**src/rtl/cpu_mem_pkg.sv**
```systemverilog
// rtl/cpu_mem_pkg.sv - shared memory-access size encodings and store buffer entry type
// Purpose: size encodings common to the load-side extender and the store-side
//          aligner, plus the record held in each store buffer slot.
// Ports:   none (package).
package cpu_mem_pkg;

  localparam logic [1:0] SZ_WORD = 2'd0;
  localparam logic [1:0] SZ_HALF = 2'd1;
  localparam logic [1:0] SZ_BYTE = 2'd2;
  localparam logic [1:0] SZ_ILL  = 2'd3;

  // One queued store: word address (byte offset dropped), lane-placed data, lane enables.
  typedef struct packed {
    logic [29:0] waddr;
    logic [31:0] wdata;
    logic [3:0]  be;
  } st_entry_t;

endpackage

```
**src/rtl/store_align_buffer_if.sv**
```systemverilog
// rtl/store_align_buffer_if.sv - store issue / memory drain bundle for the store align buffer
// Purpose: groups the store-request side, the memory-drain side and the status
//          outputs of store_align_buffer.
// Ports:   st_valid/st_ready/st_addr/st_data/st_size  store request handshake
//          mem_valid/mem_ready/mem_addr/mem_wdata/mem_be  memory drain handshake
//          misalign/bad_addr  rejected-request report; count  occupancy
//          slave modport = buffer view, master modport = issuing/consuming view.
interface store_align_buffer_if #(
  parameter int DEPTH = 4
);
  localparam int CW = $clog2(DEPTH) + 1;

  logic          st_valid;
  logic          st_ready;
  logic [31:0]   st_addr;
  logic [31:0]   st_data;
  logic [1:0]    st_size;
  logic          mem_valid;
  logic          mem_ready;
  logic [31:0]   mem_addr;
  logic [31:0]   mem_wdata;
  logic [3:0]    mem_be;
  logic          misalign;
  logic [31:0]   bad_addr;
  logic [CW-1:0] count;

  modport slave (
    input  st_valid, st_addr, st_data, st_size, mem_ready,
    output st_ready, mem_valid, mem_addr, mem_wdata, mem_be, misalign, bad_addr, count
  );

  modport master (
    output st_valid, st_addr, st_data, st_size, mem_ready,
    input  st_ready, mem_valid, mem_addr, mem_wdata, mem_be, misalign, bad_addr, count
  );

endinterface

```
**src/rtl/store_lane_align.sv**
```systemverilog
// rtl/store_lane_align.sv - places a store operand into byte lanes and checks alignment
// Purpose: combinational narrowing of a 32-bit register operand to word, half or
//          byte lanes of a data memory word.
// Ports:   offset (in, 2)  byte offset addr[1:0]
//          data   (in, 32) register operand
//          size   (in, 2)  SZ_WORD / SZ_HALF / SZ_BYTE / SZ_ILL
//          wdata  (out,32) lane-aligned data, unenabled lanes zero
//          be     (out,4)  byte enables, bit i = lane i
//          legal  (out,1)  naturally aligned and size encoding valid
module store_lane_align
  import cpu_mem_pkg::*;
(
  input  logic [1:0]  offset,
  input  logic [31:0] data,
  input  logic [1:0]  size,
  output logic [31:0] wdata,
  output logic [3:0]  be,
  output logic        legal
);

  always_comb begin
    wdata = '0;
    be    = '0;
    legal = 1'b0;
    case (size)
      SZ_WORD: begin
        legal = (offset == 2'b00);
        be    = 4'b1111;
        wdata = data;
      end
      SZ_HALF: begin
        legal = !offset[0];
        if (offset[1]) begin
          be    = 4'b1100;
          wdata = {data[15:0], 16'h0000};
        end else begin
          be    = 4'b0011;
          wdata = {16'h0000, data[15:0]};
        end
      end
      SZ_BYTE: begin
        legal = 1'b1;
        be    = 4'b0001 << offset;
        wdata = {24'h000000, data[7:0]} << {offset, 3'b000};
      end
      default: begin
        legal = 1'b0;
      end
    endcase
  end

endmodule

```
**src/rtl/store_align_buffer.sv**
```systemverilog
// rtl/store_align_buffer.sv - aligns MEM-stage stores into lanes and queues them for data memory
// Purpose: accepts store requests, rejects misaligned/illegal ones with a one-cycle
//          misalign pulse, and drains aligned stores in FIFO order.
// Ports:   clk   (in)  rising-edge clock
//          reset (in)  asynchronous active-high reset
//          bus   (slave modport of store_align_buffer_if) request, drain and status signals
module store_align_buffer
  import cpu_mem_pkg::*;
#(
  parameter int DEPTH = 4
) (
  input  logic                 clk,
  input  logic                 reset,
  store_align_buffer_if.slave  bus
);

  localparam int PW = $clog2(DEPTH);
  localparam int CW = $clog2(DEPTH) + 1;
  localparam logic [CW-1:0] FULL_CNT = CW'(DEPTH);

  logic [PW-1:0] wr_ptr_q, wr_ptr_d;
  logic [PW-1:0] rd_ptr_q, rd_ptr_d;
  logic [CW-1:0] count_q, count_d;
  logic          misalign_q, misalign_d;
  logic [31:0]   bad_addr_q, bad_addr_d;
  st_entry_t     storage_q [DEPTH];
  st_entry_t     storage_d [DEPTH];

  logic [31:0] al_wdata;
  logic [3:0]  al_be;
  logic        al_legal;
  logic        full, empty, accept, push, pop;
  st_entry_t   head;

  store_lane_align u_align (
    .offset (bus.st_addr[1:0]),
    .data   (bus.st_data),
    .size   (bus.st_size),
    .wdata  (al_wdata),
    .be     (al_be),
    .legal  (al_legal)
  );

  assign full   = (count_q == FULL_CNT);
  assign empty  = (count_q == '0);
  // Acceptance looks only at registered occupancy, so a pop never opens a
  // slot in the same cycle (no mem_ready -> st_ready path).
  assign accept = bus.st_valid && !full;
  assign push   = accept && al_legal;
  assign pop    = !empty && bus.mem_ready;

  always_comb begin
    wr_ptr_d   = wr_ptr_q;
    rd_ptr_d   = rd_ptr_q;
    count_d    = count_q;
    storage_d  = storage_q;
    misalign_d = accept && !al_legal;
    bad_addr_d = bad_addr_q;

    if (accept && !al_legal) begin
      bad_addr_d = bus.st_addr;
    end
    if (push) begin
      storage_d[wr_ptr_q] = '{waddr: bus.st_addr[31:2], wdata: al_wdata, be: al_be};
      wr_ptr_d            = wr_ptr_q + 1'b1;
    end
    if (pop) begin
      rd_ptr_d = rd_ptr_q + 1'b1;
    end
    case ({push, pop})
      2'b10:   count_d = count_q + 1'b1;
      2'b01:   count_d = count_q - 1'b1;
      default: count_d = count_q;
    endcase
  end

  always_ff @(posedge clk or posedge reset) begin
    if (reset) begin
      wr_ptr_q   <= '0;
      rd_ptr_q   <= '0;
      count_q    <= '0;
      misalign_q <= 1'b0;
      bad_addr_q <= '0;
    end else begin
      wr_ptr_q   <= wr_ptr_d;
      rd_ptr_q   <= rd_ptr_d;
      count_q    <= count_d;
      misalign_q <= misalign_d;
      bad_addr_q <= bad_addr_d;
    end
  end

  // Payload storage carries no reset; validity is tracked by count_q alone.
  always_ff @(posedge clk) begin
    storage_q <= storage_d;
  end

  assign head = storage_q[rd_ptr_q];

  assign bus.st_ready  = !full;
  assign bus.mem_valid = !empty;
  assign bus.mem_addr  = empty ? 32'h0 : {head.waddr, 2'b00};
  assign bus.mem_wdata = empty ? 32'h0 : head.wdata;
  assign bus.mem_be    = empty ? 4'h0  : head.be;
  assign bus.misalign  = misalign_q;
  assign bus.bad_addr  = bad_addr_q;
  assign bus.count     = count_q;

endmodule

```
**src/flat_wrapper.sv**
```systemverilog
// flat-port wrapper written by rule: the top's interface ports become plain ports
module store_align_buffer_flat import cpu_mem_pkg::*;
#(
  parameter int DEPTH = 4
)
  (clk, reset, bus_st_valid, bus_st_addr, bus_st_data, bus_st_size, bus_mem_ready, bus_st_ready, bus_mem_valid, bus_mem_addr, bus_mem_wdata, bus_mem_be, bus_misalign, bus_bad_addr, bus_count);
  store_align_buffer_if #(.DEPTH(DEPTH)) bus_i ();
  input  logic clk;
  input  logic reset;
  input wire logic [$bits(bus_i.st_valid)-1:0] bus_st_valid;
  input wire logic [$bits(bus_i.st_addr)-1:0] bus_st_addr;
  input wire logic [$bits(bus_i.st_data)-1:0] bus_st_data;
  input wire logic [$bits(bus_i.st_size)-1:0] bus_st_size;
  input wire logic [$bits(bus_i.mem_ready)-1:0] bus_mem_ready;
  output wire logic [$bits(bus_i.st_ready)-1:0] bus_st_ready;
  output wire logic [$bits(bus_i.mem_valid)-1:0] bus_mem_valid;
  output wire logic [$bits(bus_i.mem_addr)-1:0] bus_mem_addr;
  output wire logic [$bits(bus_i.mem_wdata)-1:0] bus_mem_wdata;
  output wire logic [$bits(bus_i.mem_be)-1:0] bus_mem_be;
  output wire logic [$bits(bus_i.misalign)-1:0] bus_misalign;
  output wire logic [$bits(bus_i.bad_addr)-1:0] bus_bad_addr;
  output wire logic [$bits(bus_i.count)-1:0] bus_count;
  assign bus_i.st_valid = bus_st_valid;
  assign bus_i.st_addr = bus_st_addr;
  assign bus_i.st_data = bus_st_data;
  assign bus_i.st_size = bus_st_size;
  assign bus_i.mem_ready = bus_mem_ready;
  assign bus_st_ready = bus_i.st_ready;
  assign bus_mem_valid = bus_i.mem_valid;
  assign bus_mem_addr = bus_i.mem_addr;
  assign bus_mem_wdata = bus_i.mem_wdata;
  assign bus_mem_be = bus_i.mem_be;
  assign bus_misalign = bus_i.misalign;
  assign bus_bad_addr = bus_i.bad_addr;
  assign bus_count = bus_i.count;
  store_align_buffer #(.DEPTH(DEPTH)) u_core (.clk(clk), .reset(reset), .bus(bus_i));
endmodule
```
**config.mk**
```make
export PLATFORM = sky130hd
export DESIGN_NAME = store_align_buffer_flat
export DESIGN_NICKNAME = d
export VERILOG_FILES = /design/src/rtl/cpu_mem_pkg.sv /design/src/rtl/store_align_buffer_if.sv /design/src/rtl/store_lane_align.sv /design/src/rtl/store_align_buffer.sv /design/src/flat_wrapper.sv
export SDC_FILE = /design/constraint.sdc
export NUM_CORES = 1
export LEC_CHECK = 0
export BUFFER_PORTS_ARGS = -buffer_cell sky130_fd_sc_hd__buf_2
export CAP_MARGIN = 20
export CORE_UTILIZATION = 40
export CTS_CLUSTER_SIZE = 8
export DETAILED_ROUTE_END_ITERATION = 16
export GPL_TIMING_DRIVEN = 0
export PLACE_DENSITY = 0.61
export SLEW_MARGIN = 20
export SYNTH_ARGS = -nofsm -noshare
export SYNTH_HDL_FRONTEND = slang
export SYNTH_SLANG_ARGS = --single-unit
```
**constraint.sdc**
```tcl
create_clock -name clk -period 4.1 [get_ports clk]
set_input_delay 0.205 -clock clk [delete_from_list [all_inputs] [get_ports clk]]
set_output_delay 0.205 -clock clk [all_outputs]
set_load 0.02 [all_outputs]
```
==> results.txt, run 1 <==
Relative slew slack: 30.9%
Yosys top cell by area: edfxtp_1
Status: completed
Min Hold Slack: 53.2 ps
Clock buffer depth: 3
Critical path depth: 5
Number of gates resized after cts: 0
DRT Pass-1 Iters: 6
Placed insts: 1,161
TNS Setup: 0 ps
I/O Buffers: 170
Clock slew at reported path FFs: 50 ps
Setup Slack @ Placement: 1700 ps
Initial antenna violation count: 2
# clock sinks: 304
Yosys top cell area share: 64.8%
Register Area: 8930 um^2
Final WS setup: 1400 ps
Area of the multi-input gates: 3030 um^2
Global-route wire length before repair: 40,600 um
Vias: 6,508
Avg WL per Cell: 21.2 um
CP cell instances: or3_1 -> clkbuf_1 -> clkbuf_1 -> and2_1 -> buf_2
Yosys warning count: 0
Yosys cell types: 36
Share of cells above drive strength 1: 40.4%
Worst path max stage delay: 450 ps
Number of global-route vias before repair: 6,712
CTS tree: built
Buffers plus inverters on the worst setup path: 3
Family with the most delay on the worst path: buffers and inverters
Routed Antenna Nets: 0
CORE AREA: 29,900 um^2
RR Endpoint: u_core.storage_q[114]
Combinational power share: 34.6%
WP data arrival: 2490 ps
Power consumption: 11.0 mW
Max-slew violation count: 0
Utilization after layout: 51.1%
Die ar.: 31,300 um^2
Largest net degree at the start of global routing: 41
Cell Rows: 63
Leakage Power: 5.71 nW
Setup crit end: bus_mem_addr[11]
Maximum VDD drop: 405 uV
Startpoint types: flop
RSZ-0062 raised after global routing: false
Final nets: 924
Max Cap Viol: 0
Sequential area share after synthesis: 73.0%
GRT Total Usage: 17.5%
Crit path time final: 2700 ps
Non-filler cells, final: 1,272
Post-synthesis cell count: 595
Io pins: 176
Psw: 3.50 mW
Kind of critical path: reg -> out
Design area: 15,300 um^2
#FFs+latches synth: 304
CP max FO: 10
CP startpoint: u_core.bus.count[0]
GRT overflow: 0
Clock skew after layout: 11.2 ps
Die Y: 177 um
Critical Path RT: 3890 ps
Worst slew pin tran: 1040 ps
Worst-Skew Late Latency: 510 ps
Final Hold Viols: 0
RR Startpoint: u_core.bus.count[2]
Gpl congestion: 0.728
HPWL Detailed: 16,700 um
Avg Cell Area, Syn: 20.6 um^2
Drt drc: 0
Mapped cell area: 12,200 um^2
CTS Buf Count: 44
FF-to-FF setup slack: 1710 ps
Clock network fraction of total power: 29.7%
Largest cells by area after synthesis: edfxtp_1 65%, mux4_2 12%, dfrtp_1 8.2%
Fillers: 2,457
Hold Crit Class: in -> reg
Initial Util: 41.0%
Final setup viols: 0
Critical hold path startpoint: bus_st_addr[0]
Sw frac: 31.9%
Placed cell area: 13,700 um^2
Detailed Route WL: 27,000 um
Max stage delay cell, worst path: clkbuf_1
Reg2reg path depth: 5
Power Density: 719 nW/um^2
Crit share post-route: 65.8%
CP most frequent cell: clkbuf_1
Cell-internal power: 7.48 mW
Area Overhead vs Synth: 24.9%
Sequential power share: 35.7%
Die extent in x: 177 um
Via density: 5.12
Fmax: 371 MHz
Worst Setup End Kind: output pin
Root Buffer: clkbuf_16
Clock H-tree levels: 2
Iter 0 DRT Violations: 401
metal layers:
metal	wire length, um	global-route usage (%)
met1	11600	23.6
met2	12800	28.3
met3	2120	4.62
met4	513	4.67
met5	13	0
kinds of logic after synthesis:
logic type / Yosys count / synth area share, %
xor gates and xnor gates: 6 / 0.430
other: 1 / 0.0307
buffers and inverters: 49 / 2.39
muxes: 100 / 16.2
and+or+nand+nor: 100 / 5.19
AOI/OAI and AO/OA: 29 / 2.15
adders and majority gates: 6 / 0.675
DFF: 304 / 73.0
layout make-up:
cell class	instances	share of cell area, %
Multi-Input combinational cell	243	19.8
Buffer	33	1.52
Sequential cell	304	58.4
Inverter	16	0.393
Timing Repair Buffer	206	8.40
Antenna cell	1	0.0164
Clock inverter	1	0.0573
Clock buffer	78	8.18
Tap cell	390	3.19
sequential cells by signal (all words and copies together), names as in the netlist:
signal and cells:
u_core.bus.bad_addr 32, u_core.storage_q 264, u_core.bus.misalign 1, u_core.bus.count 3
u_core.wr_ptr_q 2, u_core.rd_ptr_q 2
synthesized netlist by cell type, drive strengths merged:
cell and instances:
xor2 3, inv 16, xnor2 3, mux4 66
o21a 2, mux2 33, a222oi 8, nand2b 1
conb 1, and3 1, nor2b 3, a21oi 2
and2 79, dfrtp 40, a22o 16, clkbuf 7
nand2 4, or3 2, nand3 1, nor2 6
or2 2, o22ai 1, mux2i 1, ha 5
or3b 1, fa 1, buf 26, edfxtp 264
power groups by stage:
stage	combinational (mW)	clock, mW	sequential, mW
detailed placement	3.85	0	3.97
CTS	3.89	3.35	3.92
global placement	3.79	0	4.00
floorplan	2.46	0	4.13
finish	3.80	3.27	3.92
global route	4.09	3.46	3.95
what timing repair did:
| action | CTS | global route |
|---|---|---|
| hold endpoints to repair | 190 | 0 |
| hold buffers | 31 | 0 |
| setup buffers | 0 | 0 |
placed cells by master (no fill, tap or decap), types with 2 or more instances in the layout:
cell	n
a222oi_1	8
a22o_1	16
and2_1	75
and2_4	4
buf_1	3
buf_12	5
buf_16	3
buf_2	182
buf_4	4
buf_6	4
clkbuf_1	40
clkbuf_16	45
conb_1	2
dfrtp_1	40
dlygate4sd3_1	31
edfxtp_1	264
ha_1	5
inv_1	15
mux2_2	4
mux2_4	29
mux4_2	66
nand2_1	4
nor2_1	5
nor2b_1	2
o21a_1	2
or2_2	2
or3_1	2
xnor2_1	3
xor2_1	3
worst min-delay path by stage:
stage	endpoint	cells after the start
floorplan	u_core.storage_q[102]	0
global placement	u_core.storage_q[110]	1
detailed placement	u_core.bus.bad_addr[9]	2
CTS	u_core.rd_ptr_q[0]	3
global route	u_core.bus.bad_addr[0]	2
finish	u_core.bus.bad_addr[0]	2
No activity file was read; power rests on OpenSTA's default activity.
==> run 2: changes to the inputs <==
Settings changed: PLACE_DENSITY 0.61 to 0.63.
Clock period 4.1 ns to 2.4 ns, I/O delays scaled along.
==> results.txt, run 2 (synthesis results as in run 1) <==
Most frequent cells in the layout: 264 x edfxtp_1, 178 x buf_2, 75 x and2_1 (was 264 x edfxtp_1, 182 x buf_2, 75 x and2_1)
Die Y: 177 um (unchanged)
Most common cell after layout, fill and taps aside: edfxtp_1 (unchanged)
Sequential power share: 36.1% (was 35.7%)
Largest register FFs: 264 (unchanged)
RR Startpoint: u_core.bus.count[2] (unchanged)
Worst-Skew Late Latency: 510 ps (about the same)
Clock H-tree levels: 2 (unchanged)
Cell-internal power: 12.6 mW (was 7.48 mW)
Combinational power share: 35.2% (was 34.6%)
Final nets: 927 (was 924)
Initial antenna violation count: 2 (unchanged)
Largest net degree at the start of global routing: 41 (unchanged)
WP data arrival: 2170 ps (was 2490 ps)
Clock slew at reported path FFs: 50 ps (about the same)
Global-route wire length before repair: 40,500 um (was 40,600 um)
Biggest register: u_core.storage_q (unchanged)
Worst slew pin tran: 972 ps (was 1040 ps)
Worst path max stage delay: 530 ps (was 450 ps)
Detailed Route WL: 26,800 um (was 27,000 um)
Initial Util: 41.0% (unchanged)
Max Cap Viol: 0 (unchanged)
Design area: 15,300 um^2 (about the same)
Leakage Power: 5.72 nW (was 5.71 nW)
Area Overhead vs Synth: 24.9% (about the same)
Min Hold Slack: 25.2 ps (was 53.2 ps)
Relative slew slack: 35.2% (was 30.9%)
Critical hold path startpoint: bus_st_data[28] (was bus_st_addr[0])
Clock skew after layout: 17.8 ps (was 11.2 ps)
Routed Antenna Nets: 0 (unchanged)
Sw frac: 31.8% (was 31.9%)
GRT overflow: 0 (unchanged)
Maximum VDD drop: 644 uV (was 405 uV)
Die extent in x: 177 um (unchanged)
GRT Total Usage: 17.5% (about the same)
Status: completed (unchanged)
CP most frequent cell: buf_12 (was clkbuf_1)
Final setup viols: 0 (unchanged)
HPWL Detailed: 16,700 um (about the same)
I/O Buffers: 170 (unchanged)
Worst Setup End Kind: output pin (unchanged)
RSZ-0062 raised after global routing: false (unchanged)
Final Hold Viols: 0 (unchanged)
Crit path time final: 2290 ps
Die ar.: 31,300 um^2 (unchanged)
CORE AREA: 29,900 um^2 (unchanged)
# clock sinks: 304 (unchanged)
Via density: 5.10 (was 5.12)
Max stage delay cell, worst path: mux4_2 (was clkbuf_1)
Root Buffer: clkbuf_16 (unchanged)
Placed insts: 1,161 (unchanged)
Vias: 6,458 (was 6,508)
Clock network fraction of total power: 28.7% (was 29.7%)
Crit share post-route: 95.5%
Power Density: 1210 nW/um^2 (was 719 nW/um^2)
Number of global-route vias before repair: 6,780 (was 6,712)
Drt drc: 0 (unchanged)
CP max FO: 10 (unchanged)
Iter 0 DRT Violations: 452 (was 401)
Hold Crit Class: in -> reg (unchanged)
Cell Rows: 63 (unchanged)
CTS tree: built (unchanged)
CP startpoint: u_core.rd_ptr_q[0] (was u_core.bus.count[0])
Max-slew violation count: 0 (unchanged)
CTS Buf Count: 43 (was 44)
Startpoint types: flop (unchanged)
CP cell instances: buf_6 -> buf_12 -> buf_12 -> mux4_2 -> and2_1 -> buf_2 (was or3_1 -> clkbuf_1 -> clkbuf_1 -> and2_1 -> buf_2)
Psw: 5.91 mW (was 3.50 mW)
Kind of critical path: reg -> out (unchanged)
Io pins: 176 (unchanged)
Critical Path RT: 2280 ps (was 3890 ps)
Non-filler cells, final: 1,266 (was 1,272)
Avg WL per Cell: 21.2 um (about the same)
Gpl congestion: 0.759 (was 0.728)
Clock buffer depth: 3 (unchanged)
Share of cells above drive strength 1: 41.5% (was 40.4%)
DRT Pass-1 Iters: 6 (unchanged)
Fmax: 436 MHz
Placed cell area: 13,700 um^2 (unchanged)
==> run 2: changes by cell type in the layout (fill, tap and decap cells not counted), moves of 2 or more <==
| cell | before | now |
|---|---|---|
| buf_4 | 4 | 9 |
| dlygate4sd3_1 | 31 | 35 |
| buf_2 | 182 | 178 |
| buf_1 | 3 | 0 |
| clkbuf_1 | 40 | 28 |
| clkbuf_16 | 45 | 43 |
| clkbuf_4 | 0 | 3 |
| clkbuf_2 | 0 | 3 |
==> run 2: through the flow <==
stage | util, % | TNS (ps) | worst slack (ps) | total power [mW]
5_1_grt | 51.1 | 0 | 2.84 | 19.5
2_1_floorplan | - | -15490 | -58.7 | 11.2
6_report | 51.1 | 0 | 109 | 18.6
3_3_place_gp | 45.5 | -189840 | -745 | 13.3
3_5_place_dp | 45.9 | -1440 | -29.9 | 13.4
4_1_cts | 51.1 | 0 | 16.7 | 18.8
==> run 2: path summary, 6_finish.rpt <==
kind	end	slack [ps]	depth (start not counted)
worst max-delay path	bus_mem_addr[27]	110	6
worst min-delay path	u_core.storage_q[164]	30	3
worst max register to register	u_core.storage_q[231]	130	5
worst min register to register	u_core.bus.bad_addr[31]	500	1
max in group asynchronous	u_core.bus.bad_addr[18]	1820	4
min in group asynchronous	u_core.bus.bad_addr[9]	110	3
==> run 2: layer usage <==
metal  vias to the layer above  GRT usage, %  wire length, um
li1                       2869             -                -
met1                      3304          23.2            11400
met2                       252          28.7            13000
met3                        33          4.81             2000
met4                         0          4.24              410
met5                         -             0                0
==> run 2: cell type report <==
cell class | instances | area, um^2
clock inverter | 1 | 8.76
fill | 2421 | 14600
inverter | 16 | 60.1
antenna | 1 | 2.50
buffer | 33 | 262
sequential | 304 | 8930
clock buffer | 68 | 1170
timing repair buffer | 210 | 1320
tap | 390 | 488
multi-input combinational | 243 | 3030
==> run 2: power groups by stage <==
stage / Combinational, mW / Clock [mW] / Sequential, mW
2_1_floorplan: 4.20 / 0 / 7.04
3_3_place_gp: 6.47 / 0 / 6.80
3_5_place_dp: 6.57 / 0 / 6.78
4_1_cts: 6.68 / 5.45 / 6.70
5_1_grt: 7.06 / 5.65 / 6.76
6_report: 6.54 / 5.32 / 6.70
==> run 2: timing repair <==
| item | 4_1_cts | 5_1_grt |
|---|---|---|
| hold buffers | 35 | 0 |
| setup buffers | 0 | 0 |
| endpoints found under the setup margin | 106 | 24 |
| resized for setup | 14 | 4 |
| hold endpoints to repair | 200 | 0 |
==> run 2: critical path: cells and delay by family, from the launching register on <==
kind	cells	cell delay [ps]
buffers and inverters	4	600
DFF	1	340
muxes	1	530
and+or+nand+nor	1	180
